[src/rtl/noc_merge_arbiter.sv]
// noc_merge_arbiter: merges two flit requesters into one registered output slot.
// Define RR_FAIR_EN for round-robin contention; without it requester 0 always wins.
module noc_merge_arbiter #(
    parameter int W = 9
) (
    input  logic         clk,
    input  logic         rst_n,
    input  logic [W-1:0] in0_data,
    input  logic         in0_valid,
    output logic         in0_ready,
    input  logic [W-1:0] in1_data,
    input  logic         in1_valid,
    output logic         in1_ready,
    output logic [W-1:0] out_data,
    output logic         out_valid,
    input  logic         out_ready,
    output logic         sel,
    output logic [7:0]   gcnt0,
    output logic [7:0]   gcnt1
);

    typedef enum logic {
        EMPTY = 1'b0,
        FULL  = 1'b1
    } state_t;

    state_t       r_state;
    logic [W-1:0] r_out_data;
    logic         r_sel;
    logic [7:0]   r_gcnt0;
    logic [7:0]   r_gcnt1;

    logic         w_slot_free;
    logic         w_gnt0;
    logic         w_gnt1;
    logic         w_acc0;
    logic         w_acc1;
    logic         w_accept;

`ifdef RR_FAIR_EN
    logic         r_last_gnt;
`endif

    // rst_n gates the slot so both readies are low for the whole reset interval.
    assign w_slot_free = rst_n & ((r_state == EMPTY) | out_ready);

    always_comb begin
        // NOTE: give every combinational output a default first so no path infers a latch.
        w_gnt0 = 1'b0;
        w_gnt1 = 1'b0;
        if (in0_valid && in1_valid) begin
`ifdef RR_FAIR_EN
            w_gnt0 = r_last_gnt;
            w_gnt1 = ~r_last_gnt;
`else
            w_gnt0 = 1'b1;
`endif
        end else begin
            w_gnt0 = in0_valid;
            w_gnt1 = in1_valid;
        end
    end

    assign in0_ready = w_slot_free & w_gnt0;
    assign in1_ready = w_slot_free & w_gnt1;
    assign w_acc0    = in0_valid & in0_ready;
    assign w_acc1    = in1_valid & in1_ready;
    assign w_accept  = w_acc0 | w_acc1;

    always_ff @(posedge clk or negedge rst_n) begin
        if (!rst_n) begin
            r_state    <= EMPTY;
            r_out_data <= '0;
            r_sel      <= 1'b0;
        end else begin
            // NOTE: sequential state uses non-blocking assignments so every register samples pre-edge values.
            case (r_state)
                EMPTY:   if (w_accept) r_state <= FULL;
                FULL:    if (out_ready && !w_accept) r_state <= EMPTY;
                default: r_state <= EMPTY;
            endcase
            if (w_accept) begin
                r_out_data <= w_acc1 ? in1_data : in0_data;
                r_sel      <= w_acc1;
            end
        end
    end

    always_ff @(posedge clk or negedge rst_n) begin
        if (!rst_n) begin
            r_gcnt0 <= 8'd0;
            r_gcnt1 <= 8'd0;
        end else begin
            if (w_acc0) r_gcnt0 <= r_gcnt0 + 8'd1;
            if (w_acc1) r_gcnt1 <= r_gcnt1 + 8'd1;
        end
    end

`ifdef RR_FAIR_EN
    // Reset value 1 lets requester 0 win the first contention.
    always_ff @(posedge clk or negedge rst_n) begin
        if (!rst_n) begin
            r_last_gnt <= 1'b1;
        end else if (w_accept) begin
            r_last_gnt <= w_acc1;
        end
    end
`endif

    assign out_data  = r_out_data;
    assign out_valid = (r_state == FULL);
    assign sel       = r_sel;
    assign gcnt0     = r_gcnt0;
    assign gcnt1     = r_gcnt1;

endmodule

[config.mk]
export PLATFORM = sky130hd
export DESIGN_NAME = noc_merge_arbiter
export DESIGN_NICKNAME = d
export VERILOG_FILES = /design/src/rtl/noc_merge_arbiter.sv
export SDC_FILE = /design/constraint.sdc
export NUM_CORES = 1
export LEC_CHECK = 0
export BUFFER_PORTS_ARGS = -buffer_cell sky130_fd_sc_hd__buf_2
export CAP_MARGIN = 30
export CORE_MARGIN = 5
export CORE_UTILIZATION = 46
export CTS_CLUSTER_SIZE = 12
export DETAILED_ROUTE_END_ITERATION = 12
export PLACE_DENSITY = 0.83
export SYNTH_ARGS = -nofsm -noshare
export SYNTH_HDL_FRONTEND = slang
export SYNTH_SLANG_ARGS = --single-unit
[constraint.sdc]
create_clock -name clk -period 1.6 [get_ports clk]
set_input_delay 0.08 -clock clk [delete_from_list [all_inputs] [get_ports clk]]
set_output_delay 0.08 -clock clk [all_outputs]
set_load 0.02 [all_outputs]
# Yosys cells after proc, flatten, opt, wreduce, memory -nomap -nowiden
# Index checks and enable logic that the tools add are counted.
# totals
inputBits	23
reg_bits	27
elab_cells	24
# op_classes
n_addsub	2
reduce_logical	3
bitwise	8
mux	6
# ops
cell	n
$add 8x1->8 const B	2
$mux 9	1
$and 1x1->1	5
$mux 1	4
$logic_and 1x1->1	2
$or 1x1->1	2
$pmux 1 s2	1
$logic_not 1->1	1
$not 1->1	1

# Longest topological paths before layout
# logic_depth
ltp_word	10
mapped_depth	6
mapped_depth_nobuf	6

# Worst setup path before layout
# No wires, ideal clock.
# synth_timing
path_kind	register to register
startpoint	register r_state (netlist: out_valid)
endpoint	register r_gcnt1[1] (netlist: gcnt1[1])
n_path_buf	0
required_ps	1475
path_stages_with_launch	4
slack_ps	-314
arrival_ps	1790
cell_sequence	dfrtp_1 -> nor2b_2 -> nor3_1 -> mux2_2
# synth_between
elab_chain_cells	5
# synth_lines
item	line	source
from (decl)	27	state_t r_state;
from (signal assigned)	72	r_state <= EMPTY;
from (signal assigned)	78	EMPTY: if (w_accept) r_state <= FULL;
from (signal assigned)	79	FULL: if (out_ready && !w_accept) r_state <= EMPTY;
$not 1->1	n/a	
$or 1x1->1	45	assign w_slot_free = rst_n & ((r_state == EMPTY) | out_ready);
$and 1x1->1	45	
$and 1x1->1	65	assign in1_ready = w_slot_free & w_gnt1;
via in1_ready	13	output logic in1_ready,
$and 1x1->1	67	assign w_acc1 = in1_valid & in1_ready;
to (signal assigned)	95	if (w_acc1) r_gcnt1 <= r_gcnt1 + 8'd1;
to (decl)	31	logic [7:0] r_gcnt1;
# The timed path passes the listed nets, and every way through them passes these cells.
# A chain may end at the register's enable or synchronous reset.

# Final worst setup path
# layout_timing
startpoint	register r_state (netlist: out_valid)
endpoint	register r_gcnt1[7] (netlist: gcnt1[7])
# layout_between
elab_chain_cells	5
# layout_lines
item	line
$not 1->1	n/a
$or 1x1->1	45
$and 1x1->1	45
$and 1x1->1	65
$and 1x1->1	67
# No other way between the ends.

==> impl_results.md <==
- Total Power Consumption: 2.09 mW
- Total grt overflow: 0
- Origin of the critical flop-to-flop path: out_valid
- Effective utilization at floorplan: 0.486
- Min-Delay Endpoint: out_data[1]
- HPWL after detailed placement: 2.20 mm
- Vias in the first global route: 1020
- Max-slew violation total from the final report: 0
- Post-detailed-route DRC marker count: 0
- Remaining antenna violation count: 0
- Portion of synthesized cell area occupied by the leading cell type: 0.551
- Floorplan die height: 61.6 um
- Global Route Usage Sum: 0.161
- Count of warnings emitted by yosys: 0
- Clock-pin slew reported for the worst setup and hold paths after clock tree synthesis: 0.13 ns
- Post-detailed-route via-to-cell ratio: 5.57
- Endpoint type of the worst setup path: flop
- Number of design-rule violations left by the first detailed-router iteration: 46
- Drt first pass iters: 4
- ANT cells: 0
- TritonCTS clock tree: yes
- Synthesis-to-layout area growth: 29.0%
- Clock network power share: 0.133
- Flops & latches, synth: 27
- Hold Path Depth: 2
- Count of distinct cell types in the synthesized netlist: 24
- Fraction of power spent switching nets: 0.387
- Placed cell count: 180
- Cell at the slowest stage of the critical path: sky130_fd_sc_hd__or4_4
- Total I/O pin count: 52
- Net switching power of the design: 811 uW
- Non-filler cells in the finished layout: 185
- Max Clk Rate: 0.658 GHz
- Die outline width: 61.6 um
- Hold_ws: 0.0309 ns
- Clock skew: 0.00135 ns
- Count of port buffers added during placement: 51
- Root buffer cell: sky130_fd_sc_hd__clkbuf_4
- Layout cells sized above 1: 0.497
- Max stage delay on crit path: 0.53 ns
- Endpoints failing setup: 0
- Number of buffer and inverter instances along the worst setup path: 0
- Number of buffers inserted by post-CTS setup repair: 0
- Relative max-transition margin: 0.714
- Routed via count: 1030
- Total wire length: 2.81 mm
- Actual slew at the worst max-slew pin: 0.425 ns
- Delay-heaviest family, CP: simple AND/OR/NAND/NOR gates
- Share of the core filled with cells in the final layout: 0.627
- Sequential group share of total power: 0.499
- Maximum fanout along the worst path: 6
- Die Outline Area: 3800 sq um
- Maximum number of pins on one net before global-route repair: 23
- Leak Pwr: 0.776 nW
- Reg2Reg Capture Point: gcnt1[7]
- Global placer's final weighted congestion: 0.755
- FP Rows: 18
- Portion of the post-synthesis area used by sequential elements: 0.551
- H-tree levels: 1
- RSZ-0062 raised after global routing: no
- R2R Setup Slk: 0.08 ns
- Synth area leaders: sky130_fd_sc_hd__dfrtp_1, sky130_fd_sc_hd__o221a_2, sky130_fd_sc_hd__o32a_1
- Endpoints failing hold: 0
- Launch instance of the worst min-delay path: in0_data[1]
- Global-route wire length before repair: 4.57 mm
- Syn avg cell area: 12.4 sq um
- Peak supply drop: 0.836 mV
- R2R cell count: 4
- Clock buffer count from CTS: 3
- Worst path required time: 1.84 ns
- Post-layout min period: 1.52 ns
- Number of antenna violations at the first check in global routing: 0
- Combinational group share of total power: 0.368
- Library cell occupying the most area in the post-synthesis netlist: sky130_fd_sc_hd__dfrtp_1
- Hold crit path type: in -> reg
- Number of nets at the end of the flow: 181
- Buffer depth of the longest clock path: 2
- Post-Syn Nets: 124
- Insertion delay to the later sink of the worst-skew pair: 0.31 ns
- Mapped Area: 1230 sq um
- Critical path class: reg -> reg
- CP arrival: 1.76 ns
- Post-synthesis instance total: 99
- Cell-internal power: 1.28 mW
- Cell area power density: 1320 nW/um^2
- Core area: 2520 sq um
- Max-capacitance violation count: 0
- Clock Sinks: 27
- Final period util: 0.951
- CP cell instances: nor2b_4 -> or4_4 -> nor3_2 -> xor2_1
- Startpoint kind of the worst setup timing path: flop
- Drt wl/cell: 15.2 um
- Status: finished, final reports clean
- Fillers: 216
## placed cells by master (no fill, tap or decap)
cell type                       count
sky130_fd_sc_hd__clkbuf_1           1
sky130_fd_sc_hd__or4_4              1
sky130_fd_sc_hd__nor2_1             4
sky130_fd_sc_hd__xor2_1             7
sky130_fd_sc_hd__buf_4              4
sky130_fd_sc_hd__or2_2              1
sky130_fd_sc_hd__inv_2              1
sky130_fd_sc_hd__clkinv_2           1
sky130_fd_sc_hd__clkbuf_4           3
sky130_fd_sc_hd__ha_1               2
sky130_fd_sc_hd__dfrtp_1           27
sky130_fd_sc_hd__and3_1             1
sky130_fd_sc_hd__o221a_2            9
sky130_fd_sc_hd__a21oi_1            1
sky130_fd_sc_hd__o32a_1             9
sky130_fd_sc_hd__dlygate4sd3_1      1
sky130_fd_sc_hd__a21o_1             1
sky130_fd_sc_hd__nand3_1            5
sky130_fd_sc_hd__nor3_1             2
sky130_fd_sc_hd__nor2b_4            1
sky130_fd_sc_hd__nand2b_1           2
sky130_fd_sc_hd__mux2_2             2
sky130_fd_sc_hd__nand2_1            5
sky130_fd_sc_hd__nor3_2             2
sky130_fd_sc_hd__buf_2             51
sky130_fd_sc_hd__nand2_2            1
sky130_fd_sc_hd__xnor2_1            7
sky130_fd_sc_hd__nand4_1            3
## worst max-delay path by stage
stage                     startpoint         to  depth (start not counted)
after floorplan            out_valid   gcnt1[1]                          3
after global placement     out_valid   gcnt1[7]                          4
after detailed placement   out_valid   gcnt1[7]                          4
after CTS                  out_valid   gcnt1[7]                          4
after global routing       out_valid  in1_ready                          3
final                      out_valid   gcnt1[7]                          4
## sequential cells by signal, indices dropped and copies added, names as in the netlist
| register | cells |
|---|---|
| gcnt0 | 8 |
| gcnt1 | 8 |
| out_data | 9 |
| sel | 1 |
| out_valid | 1 |
## logic make-up after synthesis
family / after synthesis / synth area share
xor gates and xnor gates: 14 / 0.100
and+or+nand+nor: 28 / 0.126
DFF: 27 / 0.551
AOI/OAI and AO/OA: 20 / 0.166
buffers and inverters: 6 / 0.0184
adders and majority gates: 2 / 0.0204
muxes: 2 / 0.0184
## Yosys cell counts
library cell / n
sky130_fd_sc_hd__inv_2: 1
sky130_fd_sc_hd__a21oi_1: 1
sky130_fd_sc_hd__xor2_1: 7
sky130_fd_sc_hd__xnor2_1: 7
sky130_fd_sc_hd__nor3_2: 1
sky130_fd_sc_hd__or4_4: 1
sky130_fd_sc_hd__nand3_1: 5
sky130_fd_sc_hd__nor2_1: 4
sky130_fd_sc_hd__nor2b_2: 1
sky130_fd_sc_hd__dfrtp_1: 27
sky130_fd_sc_hd__nand4_1: 3
sky130_fd_sc_hd__clkbuf_1: 4
sky130_fd_sc_hd__nor3_1: 3
sky130_fd_sc_hd__or2_2: 1
sky130_fd_sc_hd__and3_1: 1
sky130_fd_sc_hd__o221a_2: 9
sky130_fd_sc_hd__ha_1: 2
sky130_fd_sc_hd__o32a_1: 9
sky130_fd_sc_hd__a21o_1: 1
sky130_fd_sc_hd__nand2_1: 5
sky130_fd_sc_hd__nand2_2: 1
sky130_fd_sc_hd__clkinv_1: 1
sky130_fd_sc_hd__nand2b_1: 2
sky130_fd_sc_hd__mux2_2: 2
## power groups by stage
| stage | registers (mW) | logic (mW) | clock network, mW |
|---|---|---|---|
| CTS | 1.05 | 0.782 | 0.289 |
| global placement | 1.04 | 0.761 | 0 |
| detailed placement | 1.06 | 0.779 | 0 |
| global route | 1.07 | 0.839 | 0.315 |
| floorplan | 1.25 | 0.275 | 0 |
| finish | 1.04 | 0.770 | 0.279 |
## worst reg2reg max path: stages (launching register included)
cell and delay (ns):
sky130_fd_sc_hd__dfrtp_1 0.40, sky130_fd_sc_hd__nor2b_4 0.14, sky130_fd_sc_hd__or4_4 0.53, sky130_fd_sc_hd__nor3_2 0.21
sky130_fd_sc_hd__xor2_1 0.17
## per-stage QoR
stage	worst slack [ns]	instance area, sq um	setup TNS (ns)
2_1_floorplan	-0.0222	1230	-0.0222
3_3_place_gp	0.127	1540	0
3_5_place_dp	0.0569	1540	0
4_1_cts	0.0313	1580	0
5_1_grt	0.0236	1580	0
6_report	0.0792	1580	0
## cell type report
cell class                 count  area (sq um)  share of cell area
multi-input combinational     66           538               0.340
tap                           30          37.5              0.0237
clock buffer                   4          26.3              0.0166
timing repair buffer          56           295               0.187
sequential                    27           676               0.427
inverter                       2          8.76             0.00554
## repair_timing
item                                    CTS  global route
endpoints found under the hold margin    27             0
hold buffers                              1             0
endpoints found under the setup margin    0             2
resized for setup                         0             1
## metal layers
| layer | routed length, um | vias up | track usage |
|---|---|---|---|
| met5 | 0 | - | 0 |
| met4 | 10 | 0 | 0.0182 |
| met3 | 216 | 2 | 0.0503 |
| met2 | 1420 | 37 | 0.259 |
| met1 | 1160 | 506 | 0.221 |
| li1 | - | 485 | - |
Note: power is estimated with default switching activity, not from simulation.
